<file path="src/rtl/if_id_skid_stage_if.sv">
// Handshake/bus bundle for the IF/ID skid stage: fetch side (in_*) and decode side (out_*).
// The stage connects through the slave modport; the fetch/decode environment uses master.
interface if_id_skid_stage_if #(
  parameter int PC_WIDTH       = 32,
  parameter int INST_WIDTH     = 32,
  parameter int REG_ADDR_WIDTH = 5
);
  logic                      in_valid;
  logic                      in_ready;
  logic [PC_WIDTH-1:0]       in_pc;
  logic [PC_WIDTH-1:0]       in_pc_next;
  logic [INST_WIDTH-1:0]     in_inst;

  logic                      out_valid;
  logic                      out_ready;
  logic [PC_WIDTH-1:0]       out_pc;
  logic [PC_WIDTH-1:0]       out_pc_next;
  logic [INST_WIDTH-1:0]     out_inst;
  logic [6:0]                out_opcode;
  logic [REG_ADDR_WIDTH-1:0] out_rs1;
  logic [REG_ADDR_WIDTH-1:0] out_rs2;
  logic [REG_ADDR_WIDTH-1:0] out_rd;

  modport slave (
    input  in_valid, in_pc, in_pc_next, in_inst, out_ready,
    output in_ready, out_valid, out_pc, out_pc_next, out_inst,
    output out_opcode, out_rs1, out_rs2, out_rd
  );

  modport master (
    output in_valid, in_pc, in_pc_next, in_inst, out_ready,
    input  in_ready, out_valid, out_pc, out_pc_next, out_inst,
    input  out_opcode, out_rs1, out_rs2, out_rd
  );
endinterface

</file>
<file path="src/rtl/if_id_skid_stage.sv">
// IF/ID pipeline stage with valid/ready handshake, 2-entry skid buffer, flush and NOP masking.
// Optional perf counters (stall_cnt/flush_cnt) are built only when IF_ID_PERF_CNT_EN is defined.
//
//   state | meaning
//   EMPTY | no beat held, out_valid=0, out_inst shows NOP_INST
//   BUSY  | main entry holds the output beat, skid free
//   FULL  | main and skid both hold beats, in_ready=0
module if_id_skid_stage #(
  parameter int                    PC_WIDTH       = 32,
  parameter int                    INST_WIDTH     = 32,
  parameter int                    REG_ADDR_WIDTH = 5,
  parameter logic [INST_WIDTH-1:0] NOP_INST       = 32'h0000_0013,
  parameter int                    CNT_WIDTH      = 16
) (
  input  logic                 clk,
  input  logic                 reset_n,
  input  logic                 flush,
  input  logic                 perf_clr,
  if_id_skid_stage_if.slave    bus,
  output logic [CNT_WIDTH-1:0] stall_cnt,
  output logic [CNT_WIDTH-1:0] flush_cnt
);

  localparam logic [1:0] ST_EMPTY = 2'd0;
  localparam logic [1:0] ST_BUSY  = 2'd1;
  localparam logic [1:0] ST_FULL  = 2'd2;

  logic [1:0]            state_q;
  logic [1:0]            state_d;
  logic                  in_fire;
  logic                  out_fire;
  logic                  load_main_in;
  logic                  load_main_skid;
  logic                  load_skid;

  logic [PC_WIDTH-1:0]   main_pc_q;
  logic [PC_WIDTH-1:0]   main_pc_next_q;
  logic [INST_WIDTH-1:0] main_inst_q;
  logic [PC_WIDTH-1:0]   skid_pc_q;
  logic [PC_WIDTH-1:0]   skid_pc_next_q;
  logic [INST_WIDTH-1:0] skid_inst_q;
  logic [INST_WIDTH-1:0] out_inst_w;

  // Handshake flags come from the state register alone, so in_ready never depends on out_ready.
  assign bus.in_ready  = (state_q != ST_FULL);
  assign bus.out_valid = (state_q != ST_EMPTY);
  assign in_fire       = bus.in_valid & bus.in_ready;
  assign out_fire      = bus.out_valid & bus.out_ready;

  always_comb begin
    state_d        = state_q;
    load_main_in   = 1'b0;
    load_main_skid = 1'b0;
    load_skid      = 1'b0;
    if (flush) begin
      state_d = ST_EMPTY;
    end else begin
      case (state_q)
        ST_EMPTY: begin
          if (in_fire) begin
            state_d      = ST_BUSY;
            load_main_in = 1'b1;
          end
        end
        ST_BUSY: begin
          if (in_fire && out_fire) begin
            load_main_in = 1'b1;
          end else if (in_fire) begin
            state_d   = ST_FULL;
            load_skid = 1'b1;
          end else if (out_fire) begin
            state_d = ST_EMPTY;
          end
        end
        ST_FULL: begin
          if (out_fire) begin
            state_d        = ST_BUSY;
            load_main_skid = 1'b1;
          end
        end
        default: state_d = ST_EMPTY;
      endcase
    end
  end

  always_ff @(posedge clk or negedge reset_n) begin
    if (!reset_n) begin
      state_q        <= ST_EMPTY;
      main_pc_q      <= '0;
      main_pc_next_q <= '0;
      main_inst_q    <= '0;
      skid_pc_q      <= '0;
      skid_pc_next_q <= '0;
      skid_inst_q    <= '0;
    end else begin
      state_q <= state_d;
      if (load_main_in) begin
        main_pc_q      <= bus.in_pc;
        main_pc_next_q <= bus.in_pc_next;
        main_inst_q    <= bus.in_inst;
      end else if (load_main_skid) begin
        main_pc_q      <= skid_pc_q;
        main_pc_next_q <= skid_pc_next_q;
        main_inst_q    <= skid_inst_q;
      end
      if (load_skid) begin
        skid_pc_q      <= bus.in_pc;
        skid_pc_next_q <= bus.in_pc_next;
        skid_inst_q    <= bus.in_inst;
      end
    end
  end

  // Data regs are not cleared on flush; masking here hides stale contents.
  assign out_inst_w      = bus.out_valid ? main_inst_q : NOP_INST;
  assign bus.out_inst    = out_inst_w;
  assign bus.out_pc      = main_pc_q;
  assign bus.out_pc_next = main_pc_next_q;
  assign bus.out_opcode  = out_inst_w[6:0];
  assign bus.out_rs1     = out_inst_w[15 +: REG_ADDR_WIDTH];
  assign bus.out_rs2     = out_inst_w[20 +: REG_ADDR_WIDTH];
  assign bus.out_rd      = out_inst_w[7 +: REG_ADDR_WIDTH];

`ifdef IF_ID_PERF_CNT_EN
  localparam logic [CNT_WIDTH-1:0] CNT_MAX = '1;

  logic                 stall_evt;
  logic                 flush_evt;
  logic [CNT_WIDTH-1:0] stall_cnt_q;
  logic [CNT_WIDTH-1:0] flush_cnt_q;

  assign stall_evt = bus.out_valid & ~bus.out_ready;
  // Only flushes that actually dropped a held beat are counted.
  assign flush_evt = flush & bus.out_valid;

  always_ff @(posedge clk or negedge reset_n) begin
    if (!reset_n) begin
      stall_cnt_q <= '0;
      flush_cnt_q <= '0;
    end else if (perf_clr) begin
      stall_cnt_q <= '0;
      flush_cnt_q <= '0;
    end else begin
      if (stall_evt && (stall_cnt_q != CNT_MAX)) stall_cnt_q <= stall_cnt_q + 1'b1;
      if (flush_evt && (flush_cnt_q != CNT_MAX)) flush_cnt_q <= flush_cnt_q + 1'b1;
    end
  end

  assign stall_cnt = stall_cnt_q;
  assign flush_cnt = flush_cnt_q;
`else
  logic unused_perf_clr;
  assign unused_perf_clr = perf_clr;
  assign stall_cnt       = '0;
  assign flush_cnt       = '0;
`endif

endmodule
</file>
<file path="src/flat_wrapper.sv">
// flat-port wrapper written by rule: the top's interface ports become plain ports
module if_id_skid_stage_flat 
#(
  parameter int                    PC_WIDTH       = 32,
  parameter int                    INST_WIDTH     = 32,
  parameter int                    REG_ADDR_WIDTH = 5,
  parameter logic [INST_WIDTH-1:0] NOP_INST       = 32'h0000_0013,
  parameter int                    CNT_WIDTH      = 16
)
  (clk, reset_n, flush, perf_clr, stall_cnt, flush_cnt, bus_in_valid, bus_in_pc, bus_in_pc_next, bus_in_inst, bus_out_ready, bus_in_ready, bus_out_valid, bus_out_pc, bus_out_pc_next, bus_out_inst, bus_out_opcode, bus_out_rs1, bus_out_rs2, bus_out_rd);
  if_id_skid_stage_if #(.PC_WIDTH(PC_WIDTH), .INST_WIDTH(INST_WIDTH), .REG_ADDR_WIDTH(REG_ADDR_WIDTH)) bus_i ();
  input  logic clk;
  input  logic reset_n;
  input  logic flush;
  input  logic perf_clr;
  output logic [CNT_WIDTH-1:0] stall_cnt;
  output logic [CNT_WIDTH-1:0] flush_cnt;
  input wire logic [$bits(bus_i.in_valid)-1:0] bus_in_valid;
  input wire logic [$bits(bus_i.in_pc)-1:0] bus_in_pc;
  input wire logic [$bits(bus_i.in_pc_next)-1:0] bus_in_pc_next;
  input wire logic [$bits(bus_i.in_inst)-1:0] bus_in_inst;
  input wire logic [$bits(bus_i.out_ready)-1:0] bus_out_ready;
  output wire logic [$bits(bus_i.in_ready)-1:0] bus_in_ready;
  output wire logic [$bits(bus_i.out_valid)-1:0] bus_out_valid;
  output wire logic [$bits(bus_i.out_pc)-1:0] bus_out_pc;
  output wire logic [$bits(bus_i.out_pc_next)-1:0] bus_out_pc_next;
  output wire logic [$bits(bus_i.out_inst)-1:0] bus_out_inst;
  output wire logic [$bits(bus_i.out_opcode)-1:0] bus_out_opcode;
  output wire logic [$bits(bus_i.out_rs1)-1:0] bus_out_rs1;
  output wire logic [$bits(bus_i.out_rs2)-1:0] bus_out_rs2;
  output wire logic [$bits(bus_i.out_rd)-1:0] bus_out_rd;
  assign bus_i.in_valid = bus_in_valid;
  assign bus_i.in_pc = bus_in_pc;
  assign bus_i.in_pc_next = bus_in_pc_next;
  assign bus_i.in_inst = bus_in_inst;
  assign bus_i.out_ready = bus_out_ready;
  assign bus_in_ready = bus_i.in_ready;
  assign bus_out_valid = bus_i.out_valid;
  assign bus_out_pc = bus_i.out_pc;
  assign bus_out_pc_next = bus_i.out_pc_next;
  assign bus_out_inst = bus_i.out_inst;
  assign bus_out_opcode = bus_i.out_opcode;
  assign bus_out_rs1 = bus_i.out_rs1;
  assign bus_out_rs2 = bus_i.out_rs2;
  assign bus_out_rd = bus_i.out_rd;
  if_id_skid_stage #(.PC_WIDTH(PC_WIDTH), .INST_WIDTH(INST_WIDTH), .REG_ADDR_WIDTH(REG_ADDR_WIDTH), .NOP_INST(NOP_INST), .CNT_WIDTH(CNT_WIDTH)) u_core (.clk(clk), .reset_n(reset_n), .flush(flush), .perf_clr(perf_clr), .bus(bus_i), .stall_cnt(stall_cnt), .flush_cnt(flush_cnt));
endmodule
</file>
<file path="config.mk">
export PLATFORM = sky130hd
export DESIGN_NAME = if_id_skid_stage_flat
export DESIGN_NICKNAME = d
export VERILOG_FILES = /design/src/rtl/if_id_skid_stage_if.sv /design/src/rtl/if_id_skid_stage.sv /design/src/flat_wrapper.sv
export SDC_FILE = /design/constraint.sdc
export NUM_CORES = 1
export LEC_CHECK = 0
export CAP_MARGIN = 20
export CORE_UTILIZATION = 47
export CTS_CLUSTER_SIZE = 12
export DETAILED_ROUTE_END_ITERATION = 10
export PLACE_DENSITY_LB_ADDON = 0.05
export SLEW_MARGIN = 10
export SYNTH_ARGS = -nofsm -noshare
export SYNTH_HDL_FRONTEND = slang
export SYNTH_SLANG_ARGS = --single-unit
export TNS_END_PERCENT = 20
</file>
<file path="constraint.sdc">
create_clock -name clk -period 2.72 [get_ports clk]
set_clock_uncertainty 0.2 [all_clocks]
set_input_delay 0.272 -clock clk [delete_from_list [all_inputs] [get_ports clk]]
set_output_delay 0.272 -clock clk [all_outputs]
set_load 0.05 [all_outputs]
</file>
==> run metrics, run 1 <==
CTS tree=built; Num CTS Buffers=17; Final nets=919; top cells by area, synth=dfrtp_1, mux2_2, a221o_1; Initial Utilization=0.484; largest fanout on the critical path=33; Filler cells=1337; post-synthesis sequential area ratio=0.576; final global-route overflow total=0; slowest library cell on the worst path=clkdlybuf4s50_1; Routed WL per cell=18.3 um; DRC Markers=0; outcome=completed; max-slew violation count=0; achievable clock frequency=382 MHz; worst min-delay path class=in -> async; port bufs=220; # diodes=0; area share of the largest cell type after synthesis=0.576; I/O pins=254; DIE AREA=18500 um2; cell taking the most area after synthesis=dfrtp_1; Synth top cells by count=dfrtp_1, a221o_1, and2_1, mux2_2, buf_4; hpwl dp=12400 um; VDD IR max=0.468 mV; clk sinks=194; Tot Pwr=9410 uW; largest net degree at the start of global routing=85; crit start category=register; vias in the first global route=5852; Post-DP Area=10600 um2; RSZ-0062 raised after global routing=false; worst-skew pair later-pin latency=0.42 ns; Row Count=48; Die X=136 um; Pleak=0.00495 uW; slowest cell delay on critical path=0.83 ns; pwr/cell area=836 nW/um2; H-tree depth=4; setup TNS=0 ns; gr usage total=0.216; core area=17400 um2; Antenna Nets Post-Route=0; final wirelength=19200 um; ys async rst share=1.00; Period Utilization, post-route=0.962; critical path data required time=2.25 ns; Max Cap Violations=0; CTS root buf=clkbuf_16; Vias=5723; critical path arrival=2.15 ns; Starting DRT DRC Count=262; Mapped Area=8430 um2; CP Cell Sequence=nor2_2 -> buf_12 -> nor2b_1 -> clkdlybuf4s50_1; die height=136 um; share of cells above drive strength 1=0.185; Cell variety after synth=24; worst slew pin tran=0.676 ns; slew margin rel.=0.549; final setup fails=0; #FFs+latches synth=194; area grow syn2layout=33.4%; Setup crit end kind=output pin; post-layout min period=2.62 ns; Ys Warns=0; Mapped Avg Cell Area=13.4 um2; critical path's top delay family=buffers and inverters; routability cong.=0.738; Cells after Synth=629; top-count cell post-synth=dfrtp_1; first-pass iteration count of the detailed router=4; EDFF count, synth=0; CTS Buffer Depth=2; design area=11300 um2; WS Path Type=reg -> out; Most used DFF post-synth=dfrtp_1; CP bufs+invs=2; count of final hold-check violations=0; number of vias per cell=5.43; first-pass GRT wire length=31000 um; clock-pin transition on the worst setup and hold timing paths=0.07 ns; initial antenna violation count=0
state kept, by name, summed over array words and instances, names as in the netlist:
signal                  cells
u_core.bus.out_pc          32
u_core.bus.out_pc_next     32
u_core.main_inst_q         32
u_core.skid_inst_q         32
u_core.skid_pc_next_q      32
u_core.skid_pc_q           32
u_core.state_q              2
final timing paths:
| path | start | end | slack (ns) | cells past startpoint |
|---|---|---|---|---|
| min in group clk | bus_in_inst[24] | u_core.main_inst_q[24] | 0.29 | 2 |
| max reg2reg | u_core.state_q[1] | u_core.bus.out_pc_next[26] | 0.59 | 4 |
| min reg2reg | u_core.skid_pc_next_q[17] | u_core.skid_pc_next_q[17] | 0.30 | 1 |
| max in group asynchronous | reset_n | u_core.skid_pc_next_q[20] | 1.28 | 3 |
| min | reset_n | u_core.main_inst_q[20] | 0.26 | 2 |
| max | u_core.state_q[1] | bus_out_rs2[3] | 0.10 | 4 |
kinds of logic (layout without fill, tap and decap cells):
kind of cell,after synthesis,after routing,synth area share
flops,194,194,0.576
mux,97,97,0.129
compound gates,100,100,0.118
buf+inv,99,267,0.0742
simple gates,138,138,0.103
other cells,1,32,0.000445
stage by stage:
| step | utilization | hold WS, ns | std cells | setup slack [ns] |
|---|---|---|---|---|
| detailed placement | 0.609 | 0.176 | 1022 | 0.283 |
| floorplan | - | -0.224 | 660 | 0.464 |
| finish | 0.646 | 0.257 | 1053 | 0.102 |
| CTS | 0.646 | 0.272 | 1053 | 0.0654 |
| global route | 0.646 | 0.286 | 1053 | 0.00678 |
| global placement | 0.609 | 0.175 | 1022 | 0.312 |
repair_timing:
item,CTS,global route
setup endpoints to repair,0,3
buffers inserted,0,0
resized for setup,0,3
hold endpoints to repair,79,0
hold buffers,1,0
area by class of cell:
class                           instances  area (um2)  area share
Inverter                                1        3.75    0.000334
Clock buffer                           21         450      0.0400
Tap cell                              225         282      0.0250
Timing Repair Buffer                  236        2400       0.213
Multi-Input combinational cell        367        3090       0.274
Sequential cell                       194        4850       0.431
Clock inverter                          9         180      0.0160
placed cells by master (no fill, tap or decap), drive strengths merged, types with 2 or more instances in the layout:
master	instances
and2	96
dlymetal6s2s	3
clkinv	2
clkdlybuf4s50	210
dfrtp	194
or2	4
nor2	2
conb	32
bufinv	5
buf	21
nor2b	31
inv	2
clkbuf	22
a221o	96
mux2	96
worst register-to-register path, stage by stage, from the launching register on:
cell	delay, ns
dfrtp_1	0.45
or3b_1	0.47
o21ba_4	0.23
buf_4	0.29
a221o_1	0.37
power breakdown:
group          switching, uW  total (uW)  internal [uW]
Combinational           1590        2760           1180
Sequential               347        3950           3600
Clock                   1050        2700           1650
Total                   2980        9410           6430
routing by layer:
layer | vias up | track usage | share of wire
met1 | 2928 | 0.281 | 0.42
met3 | 23 | 0.0600 | 0.076
met4 | 0 | 0.0765 | 0.017
li1 | 2572 | - | -
met2 | 200 | 0.347 | 0.49
met5 | - | 0 | 0
(Power assumes the default switching activity.)
==> run 2, diff against run 1 <==
--- a/constraint.sdc
+++ b/constraint.sdc
@@ -3,3 +3,3 @@
 set_input_delay 0.272 -clock clk [delete_from_list [all_inputs] [get_ports clk]]
 set_output_delay 0.272 -clock clk [all_outputs]
-set_load 0.05 [all_outputs]
+set_load 0.005 [all_outputs]
==> run 2 against run 1 <==
Compared with the run above:
- global-route usage down 0.29 points
- routed wire length up 0.40%
- critical endpoint is now bus_out_opcode[0]
- sequential share of layout area down 0.28 points
- highest routed layer unchanged
- clock-buffer cell count down 4
- maximum frequency up 4.6%
- via count down 0.51%
- largest power group unchanged
- non-clock buffer count down 2
- utilization up 0.42 points
- cell area up 0.66%
==> run metrics, run 2 (synthesis results as in run 1) <==
design area=11300 um2; initial antenna violation count=0; clk sinks=194; critical path's top delay family=buffers and inverters; CP bufs+invs=2; final global-route overflow total=0; largest fanout on the critical path=33; count of final hold-check violations=0; first-pass GRT wire length=30400 um; critical path arrival=2.03 ns; clock-pin transition on the worst setup and hold timing paths=0.07 ns; DP Cell Count=1020; slew margin rel.=0.533; RSZ-0062 raised after global routing=false; Routed WL per cell=18.3 um; worst-skew pair later-pin latency=0.43 ns; CTS tree=built; Setup crit start=u_core.state_q[1]; outcome=completed; Initial Utilization=0.484; H-tree depth=4; # diodes=0; setup TNS=0 ns; slowest cell delay on critical path=0.50 ns; Worst R2R Start=u_core.state_q[1]; crit start category=register; critical path data required time=2.25 ns; slowest library cell on the worst path=clkdlybuf4s50_1; achievable clock frequency=400 MHz; port bufs=220; Starting DRT DRC Count=306; hpwl dp=12300 um; Min Hold Slack=0.223 ns; Row Count=48; worst slew pin tran=0.701 ns; r2r worst-path depth=4; die height=136 um; VDD IR max=0.460 mV; WS Path Type=reg -> out; largest net degree at the start of global routing=84; final wirelength=19300 um; CTS Buffer Depth=2; pre-CTS setup slack=0.280 ns; first-pass iteration count of the detailed router=4; Vias=5694; most frequent cells in the layout=clkdlybuf4s50_1, dfrtp_1, mux2_2, and2_1, a221o_1; Die X=136 um; r2r endpoint=u_core.bus.out_pc[31]; routability cong.=0.754; Post-DP Area=10600 um2; Setup crit end kind=output pin; cts repair resizes=0; postcts setup bufs=0; DIE AREA=18500 um2; number of vias per cell=5.41; DRC Markers=0; pwr/cell area=763 nW/um2; Stages on worst setup path=4; gr usage total=0.213; final setup margin=0.218 ns; final setup fails=0; core area=17400 um2; I/O pins=254; Pleak=0.00493 uW; vias in the first global route=5887; CP Cell Sequence=nor2_2 -> buf_4 -> or2_2 -> clkdlybuf4s50_1; Layout Cells excl Fill=1053; crit path to=bus_out_opcode[0]; share of cells above drive strength 1=0.181; r2r setup slk=0.58 ns; most common cell after layout, fill and taps aside=clkdlybuf4s50_1; max-slew violation count=0; Num CTS Buffers=17; post-layout min period=2.50 ns; Filler cells=1286; Period Utilization, post-route=0.920; Antenna Nets Post-Route=0; Final nets=917; area grow syn2layout=34.3%; worst min-delay path class=in -> async; Max Cap Violations=0; CTS root buf=clkbuf_16
run 2: metal layers:
layer	up-vias	global-route usage	routed length (um)
li1	2570	-	-
met1	2940	0.270	8470
met5	-	0	0
met3	21	0.0623	1190
met4	0	0.0784	331
met2	163	0.347	9320
run 2: worst min-delay path by stage:
stage,cells past startpoint,to
floorplan,0,u_core.bus.out_pc[0]
global placement,1,u_core.main_inst_q[20]
detailed placement,1,u_core.main_inst_q[18]
CTS,2,u_core.bus.out_pc[13]
global route,2,u_core.bus.out_pc[13]
finish,2,u_core.main_inst_q[18]
run 2: layout make-up:
cell class,count,area [um2],area share
multi-input combinational,367,3090,0.272
clock inverter,15,274,0.0242
sequential,194,4850,0.429
clock buffer,17,425,0.0376
tap,225,282,0.0249
inverter,1,3.75,0.000331
timing repair buffer,234,2400,0.212
run 2: metrics by stage:
stage,utilization,power [uW]
3_5_place_dp,0.610,5760
5_1_grt,0.650,9040
2_1_floorplan,-,4820
4_1_cts,0.650,8730
6_report,0.650,8640
3_3_place_gp,0.610,5660
run 2: what timing repair did:
item	CTS	global route
hold buffers	1	0
endpoints found under the hold margin	79	0
setup endpoints to repair	0	0
run 2: power breakdown:
group | total, uW | switching, uW | leakage (uW) | internal (uW)
sequential | 3950 | 348 | 0.00239 | 3600
clock | 2940 | 1110 | 0.000335 | 1830
combinational | 1750 | 573 | 0.00221 | 1180
total | 8640 | 2030 | 0.00493 | 6610
==> run 3, diff against run 2 <==
- CAP_MARGIN: 20 -> 5
- PLACE_DENSITY: default -> 0.8
- PLACE_DENSITY_LB_ADDON: 0.05 -> default
==> run 3 against run 2 <==
Compared with the run above:
- largest power group unchanged
- maximum frequency increased by 0.26%
- hold slack improved by 0.047 ns
- largest cell class unchanged
- via count increased by 1.5%
- worst setup slack improved by 0.0064 ns
- global-route usage increased by 0.98 points
- combinational power about the same
- critical path type unchanged
==> run metrics, run 3 (synthesis results as in run 1) <==
postcts setup bufs=0; core area=17400 um2; # diodes=0; clock-pin transition on the worst setup and hold timing paths=0.07 ns; r2r endpoint=u_core.skid_inst_q[8]; slowest library cell on the worst path=clkdlybuf4s50_1; final global-route overflow total=0; Row Count=48; final setup fails=0; hpwl dp=12700 um; Post-DP Area=10600 um2; CP Cell Sequence=nor2_2 -> buf_4 -> nor2b_1 -> clkdlybuf4s50_1; vias in the first global route=6212; final design utilization=0.645; r2r setup slk=0.60 ns; first-pass iteration count of the detailed router=4; CTS tree=built; crit start category=register; DRC Markers=0; die height=136 um; CTS Buffer Depth=2; CTS root buf=clkbuf_16; routability cong.=0.752; gr usage total=0.223; critical path arrival=2.02 ns; slew margin rel.=0.431; cts repair resizes=0; post-layout min period=2.50 ns; crit path to=bus_out_opcode[2]; critical path data required time=2.25 ns; CTS Hold Bufs=1; Setup crit start=u_core.state_q[1]; Pleak=0.00489 uW; number of vias per cell=5.49; Antenna Nets Post-Route=0; area grow syn2layout=33.1%; Vias=5778; Filler cells=1296; setup TNS=0 ns; Final nets=917; DIE AREA=18500 um2; RSZ-0062 raised after global routing=false; design area=11200 um2; initial antenna violation count=0; WS Path Type=reg -> out; Die X=136 um; Max Cap Violations=0; count of final hold-check violations=0; max-slew violation count=0; worst min-delay path class=in -> async; Worst R2R Start=u_core.state_q[0]; r2r worst-path depth=5; worst slew pin tran=0.854 ns; Starting DRT DRC Count=229; port bufs=220; share of cells above drive strength 1=0.179; pwr/cell area=735 nW/um2; largest net degree at the start of global routing=97; VDD IR max=0.509 mV; most frequent cells in the layout=clkdlybuf4s50_1, dfrtp_1, mux2_2, and2_1, a221o_1; Initial Utilization=0.484; H-tree depth=4; outcome=completed; Setup crit end kind=output pin; Routed WL per cell=18.7 um; most common cell after layout, fill and taps aside=clkdlybuf4s50_1; Period Utilization, post-route=0.917; clk sinks=194; worst-skew pair later-pin latency=0.42 ns; achievable clock frequency=401 MHz; first-pass GRT wire length=32100 um; Num CTS Buffers=17; final wirelength=19700 um; largest fanout on the critical path=33; slowest cell delay on critical path=0.56 ns; I/O pins=254
-- run 3: changes by cell type in the layout (fill, tap and decap cells not counted), sizes merged --
cell / delta
buf: +1
bufinv: -4
clkbuf: +1
clkinv: +4
clkinvlp: -1
inv: -1
-- run 3: layer usage --
| metal | part of all wire | track usage |
|---|---|---|
| met5 | 0 | 0 |
| met3 | 0.073 | 0.0641 |
| met2 | 0.48 | 0.373 |
| met1 | 0.42 | 0.271 |
| met4 | 0.024 | 0.0901 |
-- run 3: how the worst min path moves through the flow --
stage	from	end	slack, ns	cells after the start
floorplan	reset_n	u_core.bus.out_pc[0]	-0.22	0
global placement	reset_n	u_core.skid_inst_q[15]	0.18	1
detailed placement	reset_n	u_core.main_inst_q[15]	0.19	1
CTS	bus_in_pc_next[3]	u_core.bus.out_pc_next[3]	0.27	2
global route	bus_in_pc_next[18]	u_core.bus.out_pc_next[18]	0.28	2
finish	reset_n	u_core.main_inst_q[15]	0.27	2
-- run 3: report_power, final --
part           leakage, uW  internal [uW]  switching, uW
registers          0.00239           3600            364
logic              0.00221           1180            591
clock network     0.000292           1450           1070
-- run 3: per-stage QoR --
stage / worst slack, ns / total power (uW) / instances / hold slack (ns)
2_1_floorplan: 0.767 / 4820 / 660 / -0.224
3_3_place_gp: 0.339 / 5650 / 1020 / 0.183
3_5_place_dp: 0.253 / 5790 / 1020 / 0.189
4_1_cts: 0.171 / 8340 / 1053 / 0.267
5_1_grt: 0.0730 / 8680 / 1053 / 0.285
6_report: 0.225 / 8250 / 1053 / 0.270
-- run 3: worst max-delay path: cells and delay by family, from the launching register on --
kind,cells,cell delay [ns]
and+or+nand+nor,2,0.35
buffers and inverters,2,0.80
DFF,1,0.45
-- run 3: final cells by class --
| cell class | count | area, um2 | area share |
|---|---|---|---|
| tap | 225 | 282 | 0.0251 |
| multi-input combinational | 367 | 3090 | 0.275 |
| timing repair buffer | 234 | 2410 | 0.215 |
| clock inverter | 13 | 158 | 0.0140 |
| clock buffer | 19 | 433 | 0.0386 |
| inverter | 1 | 3.75 | 0.000334 |
| sequential | 194 | 4850 | 0.432 |
